<file path="src/rtl/clk_ratio_monitor_pkg.sv">
// rtl/clk_ratio_monitor_pkg.sv - shared state encoding and width helper for clk_ratio_monitor
package clk_ratio_monitor_pkg;

    typedef enum logic [1:0] {
        ST_IDLE,
        ST_ALIGN,
        ST_MEASURE,
        ST_LOCKED
    } mon_state_t;

    function automatic int cw_of(input int max_ratio);
        return $clog2(max_ratio + 1);
    endfunction

endpackage

</file>
<file path="src/rtl/clk_ratio_monitor_sync_rise_det.sv">
// rtl/clk_ratio_monitor_sync_rise_det.sv - synchronizer and rising-edge detector for a sampled clock
module sync_rise_det #(
    parameter int SYNC_STAGES = 2
) (
    input  logic i_clk,
    input  logic i_rst_n,
    input  logic i_d,
    output logic o_s,
    output logic o_rise
);

    logic [SYNC_STAGES-1:0] sync_q;
    logic                   s_d_q;

    always_ff @(posedge i_clk or negedge i_rst_n) begin
        if (!i_rst_n) begin
            sync_q <= '0;
            s_d_q  <= 1'b0;
        end else begin
            sync_q <= {sync_q[SYNC_STAGES-2:0], i_d};
            s_d_q  <= sync_q[SYNC_STAGES-1];
        end
    end

    assign o_s    = sync_q[SYNC_STAGES-1];
    assign o_rise = sync_q[SYNC_STAGES-1] & ~s_d_q;

endmodule

</file>
<file path="src/rtl/clk_ratio_monitor.sv">
// rtl/clk_ratio_monitor.sv - measures period/high/low of a divided clock in ref cycles, with lock and timeout
module clk_ratio_monitor
    import clk_ratio_monitor_pkg::*;
#(
    parameter  int MAX_RATIO   = 64,
    parameter  int LOCK_CNT    = 4,
    parameter  int SYNC_STAGES = 2,
    localparam int CW          = cw_of(MAX_RATIO)
) (
    input  logic          i_ref_clk,
    input  logic          i_rst_n,
    input  logic          i_en,
    input  logic          i_div_clk,
    input  logic [CW-1:0] i_exp_ratio,
    output logic [CW-1:0] o_ratio,
    output logic [CW-1:0] o_high,
    output logic [CW-1:0] o_low,
    output logic          o_valid,
    output logic          o_locked,
    output logic          o_mismatch,
    output logic          o_timeout
);

    localparam int            EW       = $clog2(LOCK_CNT + 1);
    localparam logic [CW-1:0] MAX_R    = CW'(MAX_RATIO);
    localparam logic [CW-1:0] ONE      = CW'(1);
    localparam logic [EW-1:0] EQ_ONE   = EW'(1);
    localparam logic [EW-1:0] LOCK_SAT = EW'(LOCK_CNT);
    localparam logic [EW-1:0] LOCK_HIT = EW'(LOCK_CNT - 1);

    mon_state_t    state_q, state_d;
    logic [CW-1:0] pcnt_q, pcnt_d;
    logic [CW-1:0] hcnt_q, hcnt_d;
    logic [CW-1:0] ratio_q, ratio_d;
    logic [CW-1:0] high_q, high_d;
    logic [CW-1:0] low_q, low_d;
    logic [EW-1:0] eqcnt_q, eqcnt_d;
    logic          valid_q, valid_d;
    logic          timeout_q, timeout_d;
    logic          s, rise;
    logic          pcnt_full, same_period, locked;

    sync_rise_det #(
        .SYNC_STAGES(SYNC_STAGES)
    ) u_sync (
        .i_clk  (i_ref_clk),
        .i_rst_n(i_rst_n),
        .i_d    (i_div_clk),
        .o_s    (s),
        .o_rise (rise)
    );

    assign pcnt_full   = (pcnt_q == MAX_R);
    assign same_period = (pcnt_q == ratio_q);

    always_comb begin
        state_d   = state_q;
        pcnt_d    = pcnt_q;
        hcnt_d    = hcnt_q;
        ratio_d   = ratio_q;
        high_d    = high_q;
        low_d     = low_q;
        eqcnt_d   = eqcnt_q;
        valid_d   = 1'b0;
        timeout_d = timeout_q;
        if (!i_en) begin
            state_d   = ST_IDLE;
            pcnt_d    = '0;
            hcnt_d    = '0;
            eqcnt_d   = '0;
            timeout_d = 1'b0;
        end else begin
            unique case (state_q)
                ST_IDLE: state_d = ST_ALIGN;
                // pcnt doubles as a wait counter while hunting for the first edge
                ST_ALIGN: begin
                    if (rise) begin
                        pcnt_d  = ONE;
                        hcnt_d  = ONE;
                        state_d = ST_MEASURE;
                    end else if (pcnt_full) begin
                        timeout_d = 1'b1;
                        pcnt_d    = '0;
                        hcnt_d    = '0;
                        eqcnt_d   = '0;
                    end else begin
                        pcnt_d = pcnt_q + ONE;
                    end
                end
                ST_MEASURE, ST_LOCKED: begin
                    if (rise) begin
                        ratio_d = pcnt_q;
                        high_d  = hcnt_q;
                        low_d   = pcnt_q - hcnt_q;
                        valid_d = 1'b1;
                        pcnt_d  = ONE;
                        hcnt_d  = ONE;
                        if (same_period) begin
                            if (eqcnt_q != LOCK_SAT) eqcnt_d = eqcnt_q + EQ_ONE;
                            if (state_q == ST_MEASURE && eqcnt_d >= LOCK_HIT) state_d = ST_LOCKED;
                        end else begin
                            eqcnt_d = '0;
                            state_d = ST_MEASURE;
                        end
                    end else if (pcnt_full) begin
                        timeout_d = 1'b1;
                        eqcnt_d   = '0;
                        pcnt_d    = '0;
                        hcnt_d    = '0;
                        state_d   = ST_ALIGN;
                    end else begin
                        pcnt_d = pcnt_q + ONE;
                        if (s) hcnt_d = hcnt_q + ONE;
                    end
                end
                default: state_d = ST_IDLE;
            endcase
        end
    end

    always_ff @(posedge i_ref_clk or negedge i_rst_n) begin
        if (!i_rst_n) begin
            state_q   <= ST_IDLE;
            pcnt_q    <= '0;
            hcnt_q    <= '0;
            ratio_q   <= '0;
            high_q    <= '0;
            low_q     <= '0;
            eqcnt_q   <= '0;
            valid_q   <= 1'b0;
            timeout_q <= 1'b0;
        end else begin
            state_q   <= state_d;
            pcnt_q    <= pcnt_d;
            hcnt_q    <= hcnt_d;
            ratio_q   <= ratio_d;
            high_q    <= high_d;
            low_q     <= low_d;
            eqcnt_q   <= eqcnt_d;
            valid_q   <= valid_d;
            timeout_q <= timeout_d;
        end
    end

    assign locked     = (state_q == ST_LOCKED);
    assign o_ratio    = ratio_q;
    assign o_high     = high_q;
    assign o_low      = low_q;
    assign o_valid    = valid_q;
    assign o_locked   = locked;
    assign o_mismatch = locked && (ratio_q != i_exp_ratio);
    assign o_timeout  = timeout_q;

endmodule

</file>
<file path="config.mk">
export PLATFORM = sky130hd
export DESIGN_NAME = clk_ratio_monitor
export DESIGN_NICKNAME = d
export VERILOG_FILES = /design/src/rtl/clk_ratio_monitor_pkg.sv /design/src/rtl/clk_ratio_monitor_sync_rise_det.sv /design/src/rtl/clk_ratio_monitor.sv
export SDC_FILE = /design/constraint.sdc
export NUM_CORES = 1
export LEC_CHECK = 0
export ABC_AREA = 1
export CORE_MARGIN = 5
export CORE_UTILIZATION = 55
export DETAILED_ROUTE_END_ITERATION = 12
export GPL_TIMING_DRIVEN = 0
export PLACE_DENSITY = 0.76
export SYNTH_ARGS = -nofsm -noshare
export SYNTH_HDL_FRONTEND = slang
export SYNTH_SLANG_ARGS = --single-unit
</file>
<file path="constraint.sdc">
create_clock -name i_ref_clk -period 2 [get_ports i_ref_clk]
set_input_delay 0.4 -clock i_ref_clk [delete_from_list [all_inputs] [get_ports i_ref_clk]]
set_output_delay 0.4 -clock i_ref_clk [all_outputs]
set_load 0.05 [all_outputs]
</file>
==> impl_metrics.json <==
{
  "status": "finished, final reports clean",
  "netlist_instances": 340,
  "yosysSeqAreaShare": 0.413,
  "netlist_area_um2": 2730,
  "cp-start-kind": "input port",
  "antenna_left": 0,
  "layout_common_cells": "99 x nand2_1, 43 x dfrtp_1, 36 x inv_1",
  "regArea_um2": 1130,
  "die_area_um2": 6470,
  "cts_buffers": 5,
  "nFillCells": 427,
  "io-pin-count": 36,
  "worst_slew_pin_slew_ns": 0.577,
  "post_cts_buffers": 0,
  "hold_slack_ns": 0.0820,
  "fin_nets": 406,
  "maxCapViolCount": 0,
  "hold_buffers": 0,
  "end_kind": "primary output",
  "drt_iter0_drc": 157,
  "arrival_ns": 1.55,
  "die_w_um": 80.4,
  "setup_viol": 0,
  "worstPathRequired_ns": 1.60,
  "grt_max_degree": 25,
  "slew_violations": 0,
  "port_buffers": 34,
  "synth_area_leaders": "dfrtp_1 41%, nand2_1 14%, ha_1 5.5%",
  "synth_warnings": 0,
  "num_rows": 25,
  "rsz0062_at_grt": "true",
  "gp_congestion": 0.841,
  "track_usage": 0.201,
  "diodes": 0,
  "synth_top_area_share": 0.413,
  "crit_chain": "clkdlybuf4s50_1 -> xnor2_2 -> nand2_1 -> nor3_2 -> a41oi_2 -> buf_4",
  "drtPass1Iterations": 4,
  "clk_path_buf_depth": 2,
  "grt_pass1_vias": 2213,
  "die_h_um": 80.4,
  "slew-limit-headroom": 0.615,
  "vias": 2247,
  "layout-drive-gt1-share": 0.133,
  "fin_crit_sh": 0.973,
  "cts_tree": "built",
  "multi_input_area_um2": 1380,
  "synthToLayoutAreaGrowth_pct": 20.7,
  "grt_pass1_wl_um": 10100,
  "p_leak_nw": 1.64,
  "reg2reg_from": "pcnt_q[2]$_DFFE_PN0P_",
  "synth_nets": 364,
  "drt-wirelength-per-cell_um": 12.7,
  "cts-root-buf": "clkbuf_8",
  "clock_latency_ns": 0.31,
  "max_stage_delay_ns": 0.50,
  "hold_class": "in -> async",
  "cts.sinks": 45,
  "p_total_w": 0.00429,
  "peakVddDrop_mv": 0.643,
  "initial_core_util": 0.570,
  "antenna_found_initial": 0,
  "critPathSlowestCell": "clkdlybuf4s50_1",
  "drc": 0,
  "ys_ff_latch": 45,
  "core_area_um2": 4790,
  "fmax_mhz": 514,
  "synth.distinct_cells": 38,
  "htree_levels": 2,
  "dp_hpwl_um": 4480,
  "grt-ovfl-total": 0,
  "fin_crit_ns": 1.95,
  "critPathKind": "in -> out",
  "startpoint": "i_exp_ratio[4]",
  "vias_per_cell": 4.99,
  "clk_pin_slew_ns": 0.09,
  "synth_largest_area_cell": "dfrtp_1",
  "hold_viol": 0,
  "avgSynthCellArea_um2": 8.03,
  "crit_path_max_fanout": 1,
  "setup_tns_ns": 0,
  "fin_skew_ns": 0.00654,
  "p_per_area_nw_per_um2": 1300,
  "totalWireLength_um": 5730,
  "mostFrequentLayoutCell": "nand2_1"
}
per-stage QoR:
step	cell area [µm²]	utilization	worst slack (ns)	instances
after global routing	3290	0.688	-0.0293	450
after global placement	3160	0.660	-0.726	441
after detailed placement	3180	0.665	-0.502	442
after CTS	3270	0.684	-0.144	450
final	3290	0.688	0.0535	450
after floorplan	2740	-	0.168	340
synthesized netlist by cell type:
| library cell | n |
|---|---|
| nand4_4 | 1 |
| inv_4 | 1 |
| fa_1 | 1 |
| nor3_1 | 6 |
| nor3_2 | 2 |
| o21ai_1 | 22 |
| nand4_1 | 2 |
| inv_2 | 7 |
| a21o_1 | 1 |
| xnor2_1 | 9 |
| nand3_2 | 1 |
| nand2_4 | 1 |
| nand3_1 | 20 |
| buf_4 | 1 |
| a31oi_1 | 1 |
| buf_2 | 4 |
| o21ai_0 | 7 |
| inv_1 | 36 |
| dfrtp_1 | 45 |
| o22ai_1 | 2 |
| a22oi_1 | 1 |
| buf_6 | 4 |
| a41oi_1 | 1 |
| nor2_1 | 17 |
| ha_1 | 12 |
| o21bai_1 | 1 |
| nor2_4 | 2 |
| o21ai_4 | 1 |
| nor2_8 | 1 |
| nand2_2 | 1 |
| nand2_1 | 99 |
| a21oi_1 | 10 |
| a21oi_4 | 1 |
| nor2_2 | 5 |
| or2_2 | 2 |
| o211ai_1 | 1 |
| nand3b_1 | 1 |
| xor2_1 | 10 |
layout make-up:
class                   count  area share
clock buffers               5      0.0209
plain buffers               9      0.0220
clock inverters             3     0.00684
well taps                  67      0.0255
inverters                  44      0.0509
repair buffers             35       0.111
multi-input cells         242       0.420
flip-flops and latches     45       0.343
routing by layer:
layer / GRT usage / wire length [µm] / up-vias
met5: 0 / 0 / -
met1: 0.267 / 2680 / 1034
met3: 0.0303 / 193 / 7
li1: - / - / 1164
met2: 0.331 / 2770 / 42
met4: 0.0709 / 85 / 0
state kept, by name (all words and copies together), names as in the netlist:
name and cells:
o_ratio 7, pcnt_q 7, eqcnt_q 3, u_sync.s_d_q 1, o_high 7, u_sync.sync_q 2, o_low 7, hcnt_q 7
o_timeout 1, o_valid 1, state_q 2
timing repair:
item                       in CTS  in global routing
pin swaps                       0                  0
setup endpoints to repair       4                  5
gates resized for setup         6                 12
worst paths after layout:
kind,slack [ns],cells past startpoint,to
setup / recovery,0.05,6,o_mismatch
max in group asynchronous,1.40,2,pcnt_q[1]$_DFFE_PN0P_
hold reg to reg,0.37,0,u_sync.sync_q[1]$_DFF_PN0_
setup reg to reg,0.18,8,o_low[5]$_DFFE_PN0P_
hold / removal,0.08,1,o_timeout$_DFFE_PN0P_
min in group i_ref_clk,0.37,0,u_sync.sync_q[1]$_DFF_PN0_
cell families after synthesis:
group                    after synthesis  share of synthesized area
AO/OA/AOI/OAI                         49                      0.105
XOR/XNOR                              19                     0.0610
adder cells (fa/ha/maj)               13                     0.0624
buffers and inverters                 53                     0.0880
flip-flops                            45                      0.413
AND/OR/NAND/NOR                      161                      0.271
critical path, delay by kind of cell:
family / cells / cell delay (ns)
AOI/OAI and AO/OA: 1 / 0.11
xor gates and xnor gates: 1 / 0.12
buffers and inverters: 2 / 0.70
and+or+nand+nor: 2 / 0.21
power breakdown:
part	internal [W]	switching (W)	total, W
logic	0.000804	0.00151	0.00232
registers	0.00115	0.000238	0.00139
clock network	0.000248	0.000334	0.000582
Note: power is estimated with default switching activity, not from simulation.
